===== src/rtl/load_store_unit.sv =====
// RV32I load/store unit: maps byte/half/word accesses onto a word-only data memory port.
// Sub-word stores take a read-modify-write through the RMW_WR state.
module load_store_unit #(
  parameter int ADDR_WIDTH = 10,
  parameter int XLEN       = 32
) (
  input  logic                  clk,
  input  logic                  rst_n,
  input  logic                  req_valid,
  output logic                  req_ready,
  input  logic                  req_is_store,
  input  logic [2:0]            req_funct3,
  input  logic [31:0]           req_addr,
  input  logic [XLEN-1:0]       req_wdata,
  output logic                  load_valid,
  output logic [XLEN-1:0]       load_data,
  output logic                  access_error,
  output logic [ADDR_WIDTH-1:0] mem_byte_address,
  output logic                  mem_write_enable,
  output logic [XLEN-1:0]       mem_write_data,
  input  logic [XLEN-1:0]       mem_read_data
);

  // state  | meaning
  // IDLE   | accepting requests; SW and loads complete here
  // RMW_WR | writing the merged word latched during the SB/SH read cycle
  typedef enum logic {IDLE, RMW_WR} state_t;

  state_t                state_q, state_d;
  logic [ADDR_WIDTH-1:0] rmw_addr_q, rmw_addr_d;
  logic [XLEN-1:0]       rmw_data_q, rmw_data_d;
  logic [XLEN-1:0]       load_data_q, load_data_d;
  logic                  load_valid_q, load_valid_d;
  logic                  access_error_q, access_error_d;

  logic                  is_half, is_word, misaligned, req_err;
  logic [XLEN-1:0]       rd_shift, load_ext, merged;

  // Addresses wrap at ADDR_WIDTH; the upper request bits are deliberately dropped.
  logic unused_addr_bits;
  assign unused_addr_bits = ^req_addr[31:ADDR_WIDTH];

  assign is_half    = (req_funct3[1:0] == 2'b01);
  assign is_word    = (req_funct3 == 3'b010);
  assign misaligned = (is_half & req_addr[0]) | (is_word & (|req_addr[1:0]));

  always_comb begin
    req_err = misaligned;
    if (req_is_store) begin
      if (req_funct3[2] || req_funct3 == 3'b011) req_err = 1'b1;
    end else begin
      if (req_funct3 == 3'b011 || req_funct3 == 3'b110 || req_funct3 == 3'b111) req_err = 1'b1;
    end
  end

  assign rd_shift = mem_read_data >> {req_addr[1:0], 3'b000};

  always_comb begin
    load_ext = mem_read_data;
    case (req_funct3)
      3'b000:  load_ext = {{(XLEN-8){rd_shift[7]}}, rd_shift[7:0]};
      3'b001:  load_ext = {{(XLEN-16){rd_shift[15]}}, rd_shift[15:0]};
      3'b100:  load_ext = {{(XLEN-8){1'b0}}, rd_shift[7:0]};
      3'b101:  load_ext = {{(XLEN-16){1'b0}}, rd_shift[15:0]};
      default: load_ext = mem_read_data;
    endcase
  end

  always_comb begin
    merged = mem_read_data;
    if (req_funct3[1:0] == 2'b00)
      merged[{req_addr[1:0], 3'b000} +: 8] = req_wdata[7:0];
    else
      merged[{req_addr[1], 4'b0000} +: 16] = req_wdata[15:0];
  end

  always_comb begin
    state_d          = state_q;
    rmw_addr_d       = rmw_addr_q;
    rmw_data_d       = rmw_data_q;
    load_data_d      = load_data_q;
    load_valid_d     = 1'b0;
    access_error_d   = 1'b0;
    req_ready        = 1'b0;
    mem_byte_address = req_addr[ADDR_WIDTH-1:0];
    mem_write_enable = 1'b0;
    mem_write_data   = req_wdata;
    case (state_q)
      IDLE: begin
        req_ready = 1'b1;
        if (req_valid) begin
          if (req_err) begin
            access_error_d = 1'b1;
          end else if (req_is_store) begin
            if (is_word) begin
              mem_write_enable = 1'b1;
            end else begin
              rmw_addr_d = req_addr[ADDR_WIDTH-1:0];
              rmw_data_d = merged;
              state_d    = RMW_WR;
            end
          end else begin
            load_valid_d = 1'b1;
            load_data_d  = load_ext;
          end
        end
      end
      RMW_WR: begin
        mem_byte_address = rmw_addr_q;
        mem_write_data   = rmw_data_q;
        mem_write_enable = 1'b1;
        state_d          = IDLE;
      end
      default: state_d = IDLE;
    endcase
  end

  always_ff @(posedge clk or negedge rst_n) begin
    if (!rst_n) begin
      state_q        <= IDLE;
      rmw_addr_q     <= '0;
      rmw_data_q     <= '0;
      load_data_q    <= '0;
      load_valid_q   <= 1'b0;
      access_error_q <= 1'b0;
    end else begin
      state_q        <= state_d;
      rmw_addr_q     <= rmw_addr_d;
      rmw_data_q     <= rmw_data_d;
      load_data_q    <= load_data_d;
      load_valid_q   <= load_valid_d;
      access_error_q <= access_error_d;
    end
  end

  assign load_valid   = load_valid_q;
  assign load_data    = load_data_q;
  assign access_error = access_error_q;

endmodule


===== config.mk =====
export PLATFORM = sky130hd
export DESIGN_NAME = load_store_unit
export DESIGN_NICKNAME = d
export VERILOG_FILES = /design/src/rtl/load_store_unit.sv
export SDC_FILE = /design/constraint.sdc
export NUM_CORES = 1
export LEC_CHECK = 0
export ABC_AREA = 1
export BUFFER_PORTS_ARGS = -buffer_cell sky130_fd_sc_hd__buf_2
export CORE_AREA = 10 10 184 143
export CTS_CLUSTER_DIAMETER = 60
export DETAILED_ROUTE_END_ITERATION = 16
export DIE_AREA = 0 0 194 153
export PLACE_DENSITY_LB_ADDON = 0.2
export SYNTH_ARGS = -nofsm -noshare
export SYNTH_HDL_FRONTEND = slang
export SYNTH_SLANG_ARGS = --single-unit

===== constraint.sdc =====
create_clock -name clk -period 1.8 [get_ports clk]
set_input_delay 0.18 -clock clk [delete_from_list [all_inputs] [get_ports clk]]
set_output_delay 0.18 -clock clk [all_outputs]
set_load 0.01 [all_outputs]

Yosys cells after proc, flatten, opt, wreduce, memory -nomap -nowiden --
Cells that the tools add are included. W data, S select, Z words.
Word-level totals: register bits 77, bits in read-only memories 0, latch bits 0, bits in writable memories 0, logic and storage cells 63, memories 0, input port bits 103
Cells by class: shift-type cells 5, reductions and logical operators 8, div/mod/pow operators 0, add/subtract/negate cells 2, $lt $le $gt $ge 0, muxes and demuxes 27, bitwise operators 7, multiply operators 0, equality and inequality tests 8
Operator list (count):
- $pmux W32 S4 | 1
- $bwmux W32 | 2
- $mux W32 | 2
- $shift A16 B7 Y32 const A | 1
- $shift A8 B7 Y32 const A | 1
- $shiftx A16 B7 Y32 | 1
- $shiftx A8 B7 Y32 | 1
- $shr A32 B5 Y16 | 1
- $mux W1 | 19
- $neg A5 Y7 | 2
- $eq A3 B3 Y1 const B | 4
- $mux W10 | 1
- $eq A3 B2 Y1 const B | 2
- $reduce_and A5 Y1 | 1
- $not A1 Y1 | 4
- $pmux W1 S2 | 2
- $reduce_and A4 Y1 | 1
- $eq A3 B1 Y1 const B | 1
- $logic_not A3 Y1 | 1
- $logic_or A1 B1 Y1 | 3
- $and A1 B1 Y1 | 2
- $eq A2 B1 Y1 const B | 1
- $logic_not A2 Y1 | 1
- $reduce_or A2 Y1 | 1
- $or A1 B1 Y1 | 1

Longest topological paths before layout --
depth in word-level cells 8, depth in mapped cells 11, depth with buffers taken out 8

Worst setup path after synthesis --
No wires, ideal clock.
path type input-to-reg, from input port req_addr[0], to register rmw_data_q[16], data arrival time 1499 ps, library setup time 83 ps, data required time 1717 ps, cell stages on the path 10, slack 218 ps, path buffers 3, cells stage by stage buf_6 inv_2 buf_2 ha_1 inv_1 buf_2 nand4_1 o21ai_0 nand3_1 o21ai_0
Between the ends: longest elaborated chain between the ends 7, elaborated cells on any way between the ends 14
RTL lines:
- start: declaration | RTL line 13 | input logic [31:0] req_addr,
- branches (longest 7 deep; another with $neg A5 Y7)
- end signal: assignment | RTL line 129 | rmw_data_q <= rmw_data_d;
- end: declaration | RTL line 31 | logic [XLEN-1:0] rmw_data_q, rmw_data_d;
Several ways; the timed one is not identified. A chain may end at the register's enable or synchronous reset.

Final worst setup path --
from register state_q, to output port mem_write_data[6]
Between the ends: longest elaborated chain between the ends 1
RTL lines:
- start: declaration | RTL line 29 | state_t state_q, state_d;
- start signal: assignment | RTL line 127 | state_q <= state_d;
- $mux W32 | RTL line 88 | case (state_q)
- end: declaration | RTL line 20 | output logic [XLEN-1:0] mem_write_data,
No other way between the ends.

==> flow_metrics.py <==
metrics = {
    "outcome": {
        "run_status": "finished, final reports clean",
    },
    "clock_network": {
        "h-tree-depth": 3,
        "cts-buffers-inserted": 9,
        "worst_setup_hold_path_clk_slew_ns": 0.06,
        "clk_path_buf_depth": 2,
        "clock_tree_from_tritoncts": "built",
        "root_buf_cell": "sky130_fd_sc_hd__clkbuf_16",
        "insertion_delay_ns": 0.35,
        "clock_sinks": 77,
        "number_of_buffers_inserted_to_repair_setup_after_cts": 0,
    },
    "sta": {
        "max_slew_margin_pct": 69.09,
        "worstMarginPinSlew_ns": 0.4636,
        "report.final.slew_viol_count": 0,
        "fin_crit_ns": 1.606,
        "tns_ns": 0,
        "fin_worst_skew_ns": 0.007572,
        "timing_hold_violations_final": 0,
        "fmax_mhz": 622.6,
        "final_min_period_over_clock_period_pct": 89.24,
        "unrepaired_setup_endpoints_after_global_routing": "no",
        "setup_viol_count_final": 0,
    },
    "global_routing": {
        "grt_first_pass_wirelength_um": 34900,
        "first_global_vias": 5811,
        "global_route.overflow_total": 0,
        "antenna_found_initial": 4,
        "track_usage_pct": 14.70,
        "grt_start_max_net_pins": 78,
    },
    "min_path": {
        "worst_hold_path_type": "input pin to register",
    },
    "route": {
        "drc": 0,
        "vias": 5949,
        "detailedRoute.firstPassIterationCount": 5,
        "wl_um": 22730,
        "antenna_left": 0,
        "route.detailed.vias_per_inst": 4.486,
        "first_iteration_detailed_routing_drc_count": 410,
        "routed_wire_length_per_instance_um": 17.14,
    },
    "pwr": {
        "p_switching_mw": 1.977,
        "power_density_nw_per_um2": 852.7,
        "seq_power_share_pct": 37.9,
        "power_internal_mw": 4.106,
        "vdd_ir_drop_max_mv": 0.4116,
        "switching_share_pct": 32.50,
        "comb_pwr_share_pct": 27.2,
        "static-leakage-power_nw": 3.897,
        "share_clk_of_total_power_pct": 34.8,
    },
    "logic_synthesis": {
        "syn-num-nets": 980,
        "synth_area_per_cell_um2": 6.432,
        "synthCells": 872,
        "synth.cell_area_um2": 5609,
        "synth_seq_area_share_pct": 34.35,
        "synth_warn": 0,
        "post_synth_num_cell_types": 29,
        "synth_seq_cells": 77,
    },
    "flow_run": {
        "maxCapViolations": 0,
    },
    "floorplanning": {
        "fp.dieArea_um2": 29680,
        "design.core.area_um2": 22700,
        "die-height_um": 153,
        "floorplan.die.width_um": 194,
        "num_io_pins": 181,
        "floorplan.initialDensity_pct": 24.71,
        "rows": 48,
    },
    "cells_and_area": {
        "drive_gt1_share_pct": 23.07,
        "stdcell_count": 1326,
        "post-route-util_pct": 31.43,
        "final_nets": 1126,
        "area.growth.synth_to_final_pct": 27.19,
    },
    "critical_path": {
        "cp_common_cell": "sky130_fd_sc_hd__nand2_1",
        "crit_family": "flip-flops",
        "worst_path_class_setup": "register to output pin",
        "critical_path.slowest_cell": "sky130_fd_sc_hd__dfrtp_2",
        "crit_path_end_kind": "output pin",
        "worstPathCellList": "inv_2, buf_12, nand2_1, nand2_1, buf_2",
        "timing.critical_path.slowest_cell_delay_ns": 0.47,
        "critPathRequiredTime_ns": 1.62,
        "arrival_ns": 1.43,
        "timing.critical_path.buf_inv": 3,
        "timing.critical_path.fanout_max": 21,
        "startpoint_type": "register",
    },
    "placed_design": {
        "placement.io_buffers": 158,
        "gp_congestion": 0.8891,
        "dp.cells": 1305,
        "hpwl_um": 17610,
    },
}
## metal layers
layer	track usage (%)	vias to the layer above	wire, um
met5	0	-	21
li1	-	3080	-
met2	21.40	154	9604
met4	2.340	4	134
met3	4.481	12	1513
met1	21.01	2699	11450
## path summary, 6_finish.rpt
check | start | cells past startpoint | endpoint | slack (ns)
setup / recovery | state_q | 5 | mem_write_data[6] | 0.19
hold / removal | req_addr[4] | 3 | rmw_addr_q[4] | 0.08
setup reg to reg | state_q | 6 | rmw_addr_q[7] | 0.29
hold reg to reg | load_data[18] | 2 | load_data[18] | 0.47
max in group asynchronous | rst_n | 3 | load_data[9] | 1.04
min in group asynchronous | rst_n | 3 | rmw_data_q[18] | 0.40
## cell usage after synthesis (all sizes together)
cell type,count,area (um^2)
nand3b,1,7.510
nand4,2,12.51
nand2,411,1548
nand3,87,455.4
clkbuf,15,56.30
a21oi,25,125.1
ha,5,62.56
dfrtp,77,1927
buf,41,304.0
inv,61,236.5
nor3,2,21.27
nor2,35,167.7
o21ai,70,387.9
o211ai,39,292.8
clkinv,1,5.000
## cells in the final DEF, fill, tap and decap left out, types with 3 or more instances in the layout
cell type and instances:
sky130_fd_sc_hd__clkbuf_8 4, sky130_fd_sc_hd__nand3_1 83, sky130_fd_sc_hd__a21oi_1 25, sky130_fd_sc_hd__dfrtp_1 76
sky130_fd_sc_hd__nand3_2 4, sky130_fd_sc_hd__ha_1 5, sky130_fd_sc_hd__o21ai_0 52, sky130_fd_sc_hd__buf_12 7
sky130_fd_sc_hd__o21ai_1 8, sky130_fd_sc_hd__o211ai_1 39, sky130_fd_sc_hd__o21ai_2 10, sky130_fd_sc_hd__buf_4 24
sky130_fd_sc_hd__buf_2 157, sky130_fd_sc_hd__inv_2 4, sky130_fd_sc_hd__nor2_1 30, sky130_fd_sc_hd__clkbuf_16 10
sky130_fd_sc_hd__nand2_1 409, sky130_fd_sc_hd__diode_2 3, sky130_fd_sc_hd__inv_1 55
## final cells by class
cell class	count	area [um^2]
diodes	3	7.507
clock buffers	13	280.3
clock inverters	3	65.06
fillers	2586	15570
inverters	62	241.5
multi-input cells	677	3080
flip-flops and latches	77	1928
well taps	300	375.4
repair buffers	191	1156
## flip-flops by register name, indices dropped and copies added, names as in the netlist
| register | count |
|---|---|
| rmw_addr_q | 10 |
| rmw_data_q | 32 |
| load_valid | 1 |
| access_error | 1 |
| state_q | 1 |
| load_data | 32 |
## cell families (layout without fill, tap and decap cells)
kind of cell | after synthesis | after routing | share of synthesized area, %
and+or+nand+nor | 538 | 538 | 39.44
AOI/OAI and AO/OA | 134 | 134 | 14.37
buffers and inverters | 118 | 269 | 10.73
DFF | 77 | 77 | 34.35
adders and majority gates | 5 | 5 | 1.115
other | 0 | 3 | 0
## power groups by stage
stage	sequential [mW]	combinational, mW	clock [mW]
4_1_cts	2.31	1.69	2.18
3_3_place_gp	2.33	1.67	0
6_report	2.31	1.66	2.12
5_1_grt	2.35	1.89	2.24
3_5_place_dp	2.33	1.68	0
2_1_floorplan	2.37	0.900	0
## per-stage QoR
| stage | cell area [um^2] | worst slack, ns | power, mW | hold WS, ns |
|---|---|---|---|---|
| 6_report | 7134 | 0.1937 | 6.083 | 0.08382 |
| 5_1_grt | 7127 | 0.06769 | 6.479 | 0.09514 |
| 3_3_place_gp | 6738 | 0.09543 | 4.000 | 0.2515 |
| 3_5_place_dp | 6738 | 0.06857 | 4.011 | 0.2541 |
| 4_1_cts | 7097 | 0.08197 | 6.173 | 0.07602 |
| 2_1_floorplan | 5609 | 0.2181 | 3.274 | -0.1156 |
## worst reg2reg max path, cell delays in order, from the launching register on
cell and delay (ns):
sky130_fd_sc_hd__dfrtp_2 0.47, sky130_fd_sc_hd__nor2_4 0.14, sky130_fd_sc_hd__nand3_2 0.13, sky130_fd_sc_hd__nor2_8 0.25
sky130_fd_sc_hd__inv_6 0.20, sky130_fd_sc_hd__nand2_1 0.16, sky130_fd_sc_hd__o21ai_2 0.05
## repair_timing
item,in CTS,in global routing
endpoints found under the setup margin,1,1
gates cloned,0,1
hold buffers,1,0
gates resized for setup,1,3
hold endpoints to repair,77,0
(Power assumes the default switching activity.)
